<file path="src/rtl/mul_div_unit.sv">
// mul_div_unit: iterative multiply / divide unit placed behind the register
// file read ports. One bit of the operation is processed per cycle, so an
// accepted MUL/DIV/MOD holds `busy` for ITER cycles. The result then appears
// together with a one-cycle `done`/`we` pulse that drives the register file
// write port.
//
// Ports
//   clk, rst            clock, synchronous active-high reset
//   start, op, a, b,    request; sampled only while IDLE or DONE
//   dst                 destination register index
//   busy                high while iterating (RUN)
//   done                one-cycle pulse, result valid
//   result, wa          result and write address, held between ops
//   we                  write enable; suppressed for bypassed ops and wa >= 11
//   err                 pulses with done on divide-by-zero / unsupported op
//
// Build option
//   MUL_DIV_UNIT_DIV_EN  when defined, the restoring divider (DIV/MOD) is
//                        present. When undefined, ops 01/10 finish like the
//                        reserved op 11: result 0, err 1, no write.
//
// ITER must equal WIDTH.
module mul_div_unit #(
  parameter int WIDTH = 24,
  parameter int ITER  = 24
) (
  input  logic             clk,
  input  logic             rst,
  input  logic             start,
  input  logic [1:0]       op,
  input  logic [WIDTH-1:0] a,
  input  logic [WIDTH-1:0] b,
  input  logic [3:0]       dst,
  output logic             busy,
  output logic             done,
  output logic [WIDTH-1:0] result,
  output logic             we,
  output logic [3:0]       wa,
  output logic             err
);

  localparam int            CW       = $clog2(ITER);
  localparam logic [CW-1:0] LAST     = CW'(ITER - 1);
  localparam logic [1:0]    OP_MUL   = 2'b00;
  localparam logic [1:0]    OP_DIV   = 2'b01;
  localparam logic [1:0]    OP_MOD   = 2'b10;
  localparam logic [3:0]    WA_LIMIT = 4'd11;  // 11 is the PC alias, 12..15 do not exist

  typedef enum logic [1:0] {IDLE, RUN, DONE} state_e;

  state_e           state_q, state_d;
  logic [CW-1:0]    cnt_q, cnt_d;
  logic [1:0]       op_q, op_d;
  logic [WIDTH-1:0] opa_q, opa_d;      // MUL: shifting multiplicand; DIV: dividend -> quotient
  logic [WIDTH-1:0] opb_q, opb_d;      // MUL: shifting multiplier;   DIV: divisor
  logic [WIDTH-1:0] acc_q, acc_d;      // MUL partial product
  logic [WIDTH-1:0] result_q, result_d;
  logic [3:0]       dst_q, dst_d;
  logic [3:0]       wa_q, wa_d;
  logic             err_q, err_d;
  logic             byp_q, byp_d;      // op finished without a write
`ifdef MUL_DIV_UNIT_DIV_EN
  logic [WIDTH:0]   rem_q, rem_d;
  logic [WIDTH:0]   rem_sh;
`endif

  logic accept;
  logic fast;   // op goes straight to DONE
  logic dz;     // divide by zero on an implemented divide op

  assign accept = start && (state_q == IDLE || state_q == DONE);

`ifdef MUL_DIV_UNIT_DIV_EN
  assign fast = (op == 2'b11);
  assign dz   = (op == OP_DIV || op == OP_MOD) && (b == '0);
`else
  assign fast = (op != OP_MUL);
  assign dz   = 1'b0;
`endif

  // State register
  always_ff @(posedge clk) begin
    if (rst) begin
      state_q  <= IDLE;
      cnt_q    <= '0;
      op_q     <= OP_MUL;
      opa_q    <= '0;
      opb_q    <= '0;
      acc_q    <= '0;
      result_q <= '0;
      dst_q    <= '0;
      wa_q     <= '0;
      err_q    <= 1'b0;
      byp_q    <= 1'b0;
`ifdef MUL_DIV_UNIT_DIV_EN
      rem_q    <= '0;
`endif
    end else begin
      state_q  <= state_d;
      cnt_q    <= cnt_d;
      op_q     <= op_d;
      opa_q    <= opa_d;
      opb_q    <= opb_d;
      acc_q    <= acc_d;
      result_q <= result_d;
      dst_q    <= dst_d;
      wa_q     <= wa_d;
      err_q    <= err_d;
      byp_q    <= byp_d;
`ifdef MUL_DIV_UNIT_DIV_EN
      rem_q    <= rem_d;
`endif
    end
  end

  // Next state
  always_comb begin
    state_d = state_q;
    case (state_q)
      IDLE, DONE: begin
        if (start) state_d = fast ? DONE : RUN;
        else       state_d = IDLE;
      end
      RUN:     if (cnt_q == LAST) state_d = DONE;
      default: state_d = IDLE;
    endcase
  end

  // Datapath
  always_comb begin
    cnt_d    = cnt_q;
    op_d     = op_q;
    opa_d    = opa_q;
    opb_d    = opb_q;
    acc_d    = acc_q;
    result_d = result_q;
    dst_d    = dst_q;
    wa_d     = wa_q;
    err_d    = err_q;
    byp_d    = byp_q;
`ifdef MUL_DIV_UNIT_DIV_EN
    rem_d    = rem_q;
    rem_sh   = {rem_q[WIDTH-1:0], opa_q[WIDTH-1]};
`endif
    if (accept) begin
      cnt_d = '0;
      op_d  = op;
      opa_d = a;
      opb_d = b;
      acc_d = '0;
      dst_d = dst;
      err_d = fast || dz;
      byp_d = fast;
`ifdef MUL_DIV_UNIT_DIV_EN
      rem_d = '0;
`endif
      // Bypassed ops publish their (zero) result right away.
      if (fast) begin
        result_d = '0;
        wa_d     = dst;
      end
    end else if (state_q == RUN) begin
      cnt_d = cnt_q + 1'b1;
      if (op_q == OP_MUL) begin
        if (opb_q[0]) acc_d = acc_q + opa_q;
        opa_d = opa_q << 1;
        opb_d = opb_q >> 1;
      end
`ifdef MUL_DIV_UNIT_DIV_EN
      else begin
        // Restoring step. With b == 0 every step subtracts, so the quotient
        // fills with ones and the remainder ends up equal to the dividend.
        if (rem_sh >= {1'b0, opb_q}) begin
          rem_d = rem_sh - {1'b0, opb_q};
          opa_d = {opa_q[WIDTH-2:0], 1'b1};
        end else begin
          rem_d = rem_sh;
          opa_d = {opa_q[WIDTH-2:0], 1'b0};
        end
      end
`endif
      if (cnt_q == LAST) begin
        wa_d = dst_q;
`ifdef MUL_DIV_UNIT_DIV_EN
        case (op_q)
          OP_DIV:  result_d = opa_d;
          OP_MOD:  result_d = rem_d[WIDTH-1:0];
          default: result_d = acc_d;
        endcase
`else
        result_d = acc_d;
`endif
      end
    end
  end

  // Outputs
  always_comb begin
    busy   = (state_q == RUN);
    done   = (state_q == DONE);
    err    = done && err_q;
    we     = done && !byp_q && (wa_q < WA_LIMIT);
    result = result_q;
    wa     = wa_q;
  end

endmodule

</file>
<file path="config.mk">
export PLATFORM = sky130hd
export DESIGN_NAME = mul_div_unit
export DESIGN_NICKNAME = d
export VERILOG_FILES = /design/src/rtl/mul_div_unit.sv
export SDC_FILE = /design/constraint.sdc
export NUM_CORES = 1
export LEC_CHECK = 0
export BUFFER_PORTS_ARGS = -buffer_cell sky130_fd_sc_hd__buf_2
export CORE_UTILIZATION = 57
export DETAILED_ROUTE_END_ITERATION = 16
export GPL_TIMING_DRIVEN = 0
export HOLD_SLACK_MARGIN = 0.1
export PLACE_DENSITY = 0.88
export SLEW_MARGIN = 15
export SYNTH_ARGS = -nofsm -noshare
export SYNTH_HDL_FRONTEND = slang
export SYNTH_SLANG_ARGS = --single-unit
</file>
<file path="constraint.sdc">
create_clock -name clk -period 2.7 [get_ports clk]
set_input_delay 0.405 -clock clk [delete_from_list [all_inputs] [get_ports clk]]
set_output_delay 0.405 -clock clk [all_outputs]
set_load 0.005 [all_outputs]
</file>
==> insert_results.sql <==
INSERT INTO impl_metrics (metric_group, metric, value, unit) VALUES
('outcome', 'run_status', 'completed', ''),
('synthesis', 'netlist_top_cells_area', 'sky130_fd_sc_hd__dfxtp_1, sky130_fd_sc_hd__nand2_1, sky130_fd_sc_hd__a311oi_1, sky130_fd_sc_hd__nor2_1, sky130_fd_sc_hd__ha_1', ''),
('setup_path', 'timing.critical_path.slowest_cell_delay', '420', 'ps'),
('timing', 'final-hold-violation-count', '0', ''),
('power_and_ir_drop', 'power.combinational.fraction', '11.5', '%'),
('power_and_ir_drop', 'total_switching_power', '0.00120', 'W'),
('route', 'detail-route-antenna-nets', '0', ''),
('clocking', 'cts_inserted_buffers', '17', ''),
('run', 'timing.max_cap.violations', '0', ''),
('timing', 'final.setup.tns', '0', 'ps'),
('placed_design', 'port_buffers', '88', ''),
('setup_path', 'max_fanout_on_critical_path', '5', ''),
('final_layout', 'design.final.nets', '940', ''),
('route', 'drt_pass1_iterations', '7', ''),
('route', 'route.detailed.vias_per_inst', '6.11', ''),
('setup_path', 'critical-path-slowest-cell', 'sky130_fd_sc_hd__fa_1', ''),
('synthesis', 'synthFlopType', 'sky130_fd_sc_hd__dfxtp_1', ''),
('setup_path', 'timing.critical_path.max_delay_family', 'compound AO/OA/AOI/OAI gates', ''),
('synthesis', 'syn_avg_cell_area', '7.84', 'um^2'),
('timing', 'relSlewSlack', '40.8', '%'),
('synthesis', 'async_reset_ff_share', '0', '%'),
('clocking', 'clock_path_buffers', '2', ''),
('route', 'wl', '17100', 'um'),
('placed_design', 'globalplace.congestion', '0.954', ''),
('timing', 'clock-skew-final', '8.81', 'ps'),
('grt', 'first_global_vias', '5779', ''),
('die', 'fp-row-count', '36', ''),
('clocking', 'tritoncts', 'done', ''),
('min_path', 'hp-class', 'input pin to flip-flop', ''),
('synthesis', 'yosys_register_bits', '114', ''),
('power_and_ir_drop', 'clkPwrFrac', '48.6', '%'),
('setup_path', 'cp_data_arrival_time', '3000', 'ps'),
('timing', 'setup_viol', '0', ''),
('setup_path', 'end_kind', 'flip-flop', ''),
('grt', 'grt_max_degree', '17', ''),
('grt', 'grt_remaining_overflow', '0', ''),
('synthesis', 'syn-num-nets', '833', ''),
('timing', 'tightest_slew', '885', 'ps'),
('die', 'floorplan.initialDensity', '59.4', '%'),
('final_layout', 'synthToLayoutAreaGrowth', '20.7', '%'),
('setup_path', 'critPathRequiredTime', '3130', 'ps'),
('timing', 'min_period', '2580', 'ps'),
('clocking', 'clk_pin_slew', '60', 'ps'),
('setup_path', 'worst-path-buf-inv', '1', ''),
('timing', 'post-route-period-util', '95.4', '%'),
('setup_path', 'startpoint_type_of_the_worst_setup_path', 'flip-flop', ''),
('route', 'routed_wire_length_per_instance', '17.1', 'um'),
('clocking', 'count_of_h_tree_levels_built_during_cts', '4', ''),
('clocking', 'clk-insertion-delay-late', '530', 'ps'),
('power_and_ir_drop', 'vdd_ir_drop_max', '0.000536', 'V'),
('synthesis', 'synth_top_cell_area_share', '38.8', '%'),
('die', 'die_x', '104', 'um'),
('timing', 'drv_slew', '0', ''),
('final_layout', 'num-fill-cells', '825', ''),
('setup_path', 'crit_chain', 'ha_1 -> fa_1 -> a21oi_2 -> o211a_1 -> o21ai_1 -> and2_1 -> buf_4 -> a21oi_4 -> xor2_1 -> a2111oi_2', ''),
('die', 'vert_die_dim', '104', 'um'),
('setup_path', 'worst-setup-path-type', 'flip-flop to flip-flop', ''),
('synthesis', 'syn_area', '5890', 'um^2'),
('die', 'coreArea', '9910', 'um^2'),
('route', 'dr.first_iter.drc_count', '480', ''),
('die', 'floorplan.io_pins', '89', ''),
('timing', 'post-route-worst-setup-slack', '124', 'ps'),
('grt', 'antenna_found_initial', '0', ''),
('synthesis', 'yosys_warnings', '0', ''),
('grt', 'global_route.usage.total', '31.9', '%'),
('power_and_ir_drop', 'leakagePower', '2.87', 'nW'),
('power_and_ir_drop', 'power-per-cell-area', '645', 'nW/um^2'),
('placed_design', 'dp.final_hpwl', '11700', 'um'),
('timing', 'grt_setup_unrepaired', 'yes', ''),
('grt', 'global_route_wire_length_before_repair', '27400', 'um'),
('clocking', 'cts.sink_count', '114', '');
## cell usage after synthesis, drive strengths merged, types with 11 or more instances
library cell,count
nand2,151
xor2,13
xnor2,12
nand3,28
a211oi,11
o21ai,28
nor2,97
a21oi,44
nor3,13
dfxtp,114
buf,14
clkbuf,43
a311oi,47
ha,24
a22oi,17
## worst min-delay path, delay by kind of cell
family,cells,cell delay (ps)
AOI/OAI and AO/OA,1,60
and+or+nand+nor,1,80
buffers and inverters,1,70
## cell families (layout without fill, tap and decap cells)
group                      count (synthesis)  after routing  synth area share (%)
and+or+nand+nor                          328            328                  23.7
AOI/OAI and AO/OA                        189            189                  22.6
DFF                                      114            114                  38.8
buffers and inverters                     62            181                  4.36
adders and majority gates                 25             25                  5.44
xor gates and xnor gates                  25             25                  3.72
muxes                                      8              8                  1.40
## power groups by stage
| stage | sequential, W | combinational (W) | clock [W] |
|---|---|---|---|
| 6_report | 0.00183 | 0.000527 | 0.00223 |
| 2_1_floorplan | 0.00184 | 0.000357 | 0 |
| 5_1_grt | 0.00184 | 0.000582 | 0.00231 |
| 3_3_place_gp | 0.00186 | 0.000500 | 0 |
| 3_5_place_dp | 0.00186 | 0.000512 | 0 |
| 4_1_cts | 0.00183 | 0.000519 | 0.00222 |
## sequential cells by signal, summed over array words and instances (netlist names)
| register | cells |
|---|---|
| byp_q | 1 |
| opb_q | 24 |
| acc_q | 24 |
| wa | 4 |
| state_q | 2 |
| dst_q | 4 |
| result | 24 |
| cnt_q | 5 |
| opa_q | 24 |
| op_q | 2 |
## layer usage
metal | up-vias | wire (um) | track usage, %
li1 | 2911 | - | -
met1 | 2835 | 7040 | 38.2
met2 | 319 | 7950 | 51.7
met3 | 60 | 1500 | 10.2
met4 | 0 | 614 | 15.7
met5 | - | 0 | 0
## stage by stage
stage | utilization, % | power [W] | instance area, um^2 | cells
finish | 71.7 | 0.00459 | 7110 | 1003
global route | 71.7 | 0.00473 | 7110 | 1003
CTS | 71.5 | 0.00456 | 7090 | 1003
detailed placement | 65.5 | 0.00237 | 6490 | 972
global placement | 65.5 | 0.00236 | 6490 | 972
floorplan | - | 0.00220 | 5890 | 751
## cells in the final DEF (no fill, tap or decap), types with 6 or more instances in the layout
cell                        count
sky130_fd_sc_hd__nor2b_1        6
sky130_fd_sc_hd__nor3_1        12
sky130_fd_sc_hd__nand4_1        7
sky130_fd_sc_hd__buf_1          7
sky130_fd_sc_hd__and2_1         6
sky130_fd_sc_hd__buf_2         92
sky130_fd_sc_hd__xor2_1        13
sky130_fd_sc_hd__clkbuf_1      44
sky130_fd_sc_hd__a21o_1         7
sky130_fd_sc_hd__clkbuf_16     16
sky130_fd_sc_hd__nand3_1       27
sky130_fd_sc_hd__o21ai_0       25
sky130_fd_sc_hd__a22oi_1       17
sky130_fd_sc_hd__nor2_1        97
sky130_fd_sc_hd__a211oi_1      11
sky130_fd_sc_hd__ha_1          24
sky130_fd_sc_hd__clkbuf_8       6
sky130_fd_sc_hd__dfxtp_1      114
sky130_fd_sc_hd__a21oi_1       42
sky130_fd_sc_hd__nand2_1      151
sky130_fd_sc_hd__a311oi_1      47
sky130_fd_sc_hd__mux2i_1        6
sky130_fd_sc_hd__xnor2_1       12
## path summary, 6_finish.rpt
check | endpoint | from | depth (start not counted) | slack [ps]
max | result[20] | opa_q[0] | 10 | 120
min | opa_q[0] | a[0] | 3 | 130
max reg2reg | result[20] | opa_q[0] | 10 | 120
min reg2reg | op_q[1] | op_q[1] | 2 | 470
## layout make-up
type	instances	area, um^2	share of cell area (%)
Clock inverter	8	101	1.43
Buffer	57	238	3.34
Inverter	5	18.8	0.264
Sequential cell	114	2280	32.1
Tap cell	133	166	2.34
Clock buffer	23	487	6.85
Multi-Input combinational cell	575	3370	47.5
Timing Repair Buffer	88	440	6.20
## repair_timing
action,4_1_cts,5_1_grt
setup endpoints to repair,1,3
endpoints found under the hold margin,0,0
buffers inserted,0,0
hold buffers,0,0
pin swaps,0,1
resized for setup,2,4
Note: power is estimated with default switching activity, not from simulation.
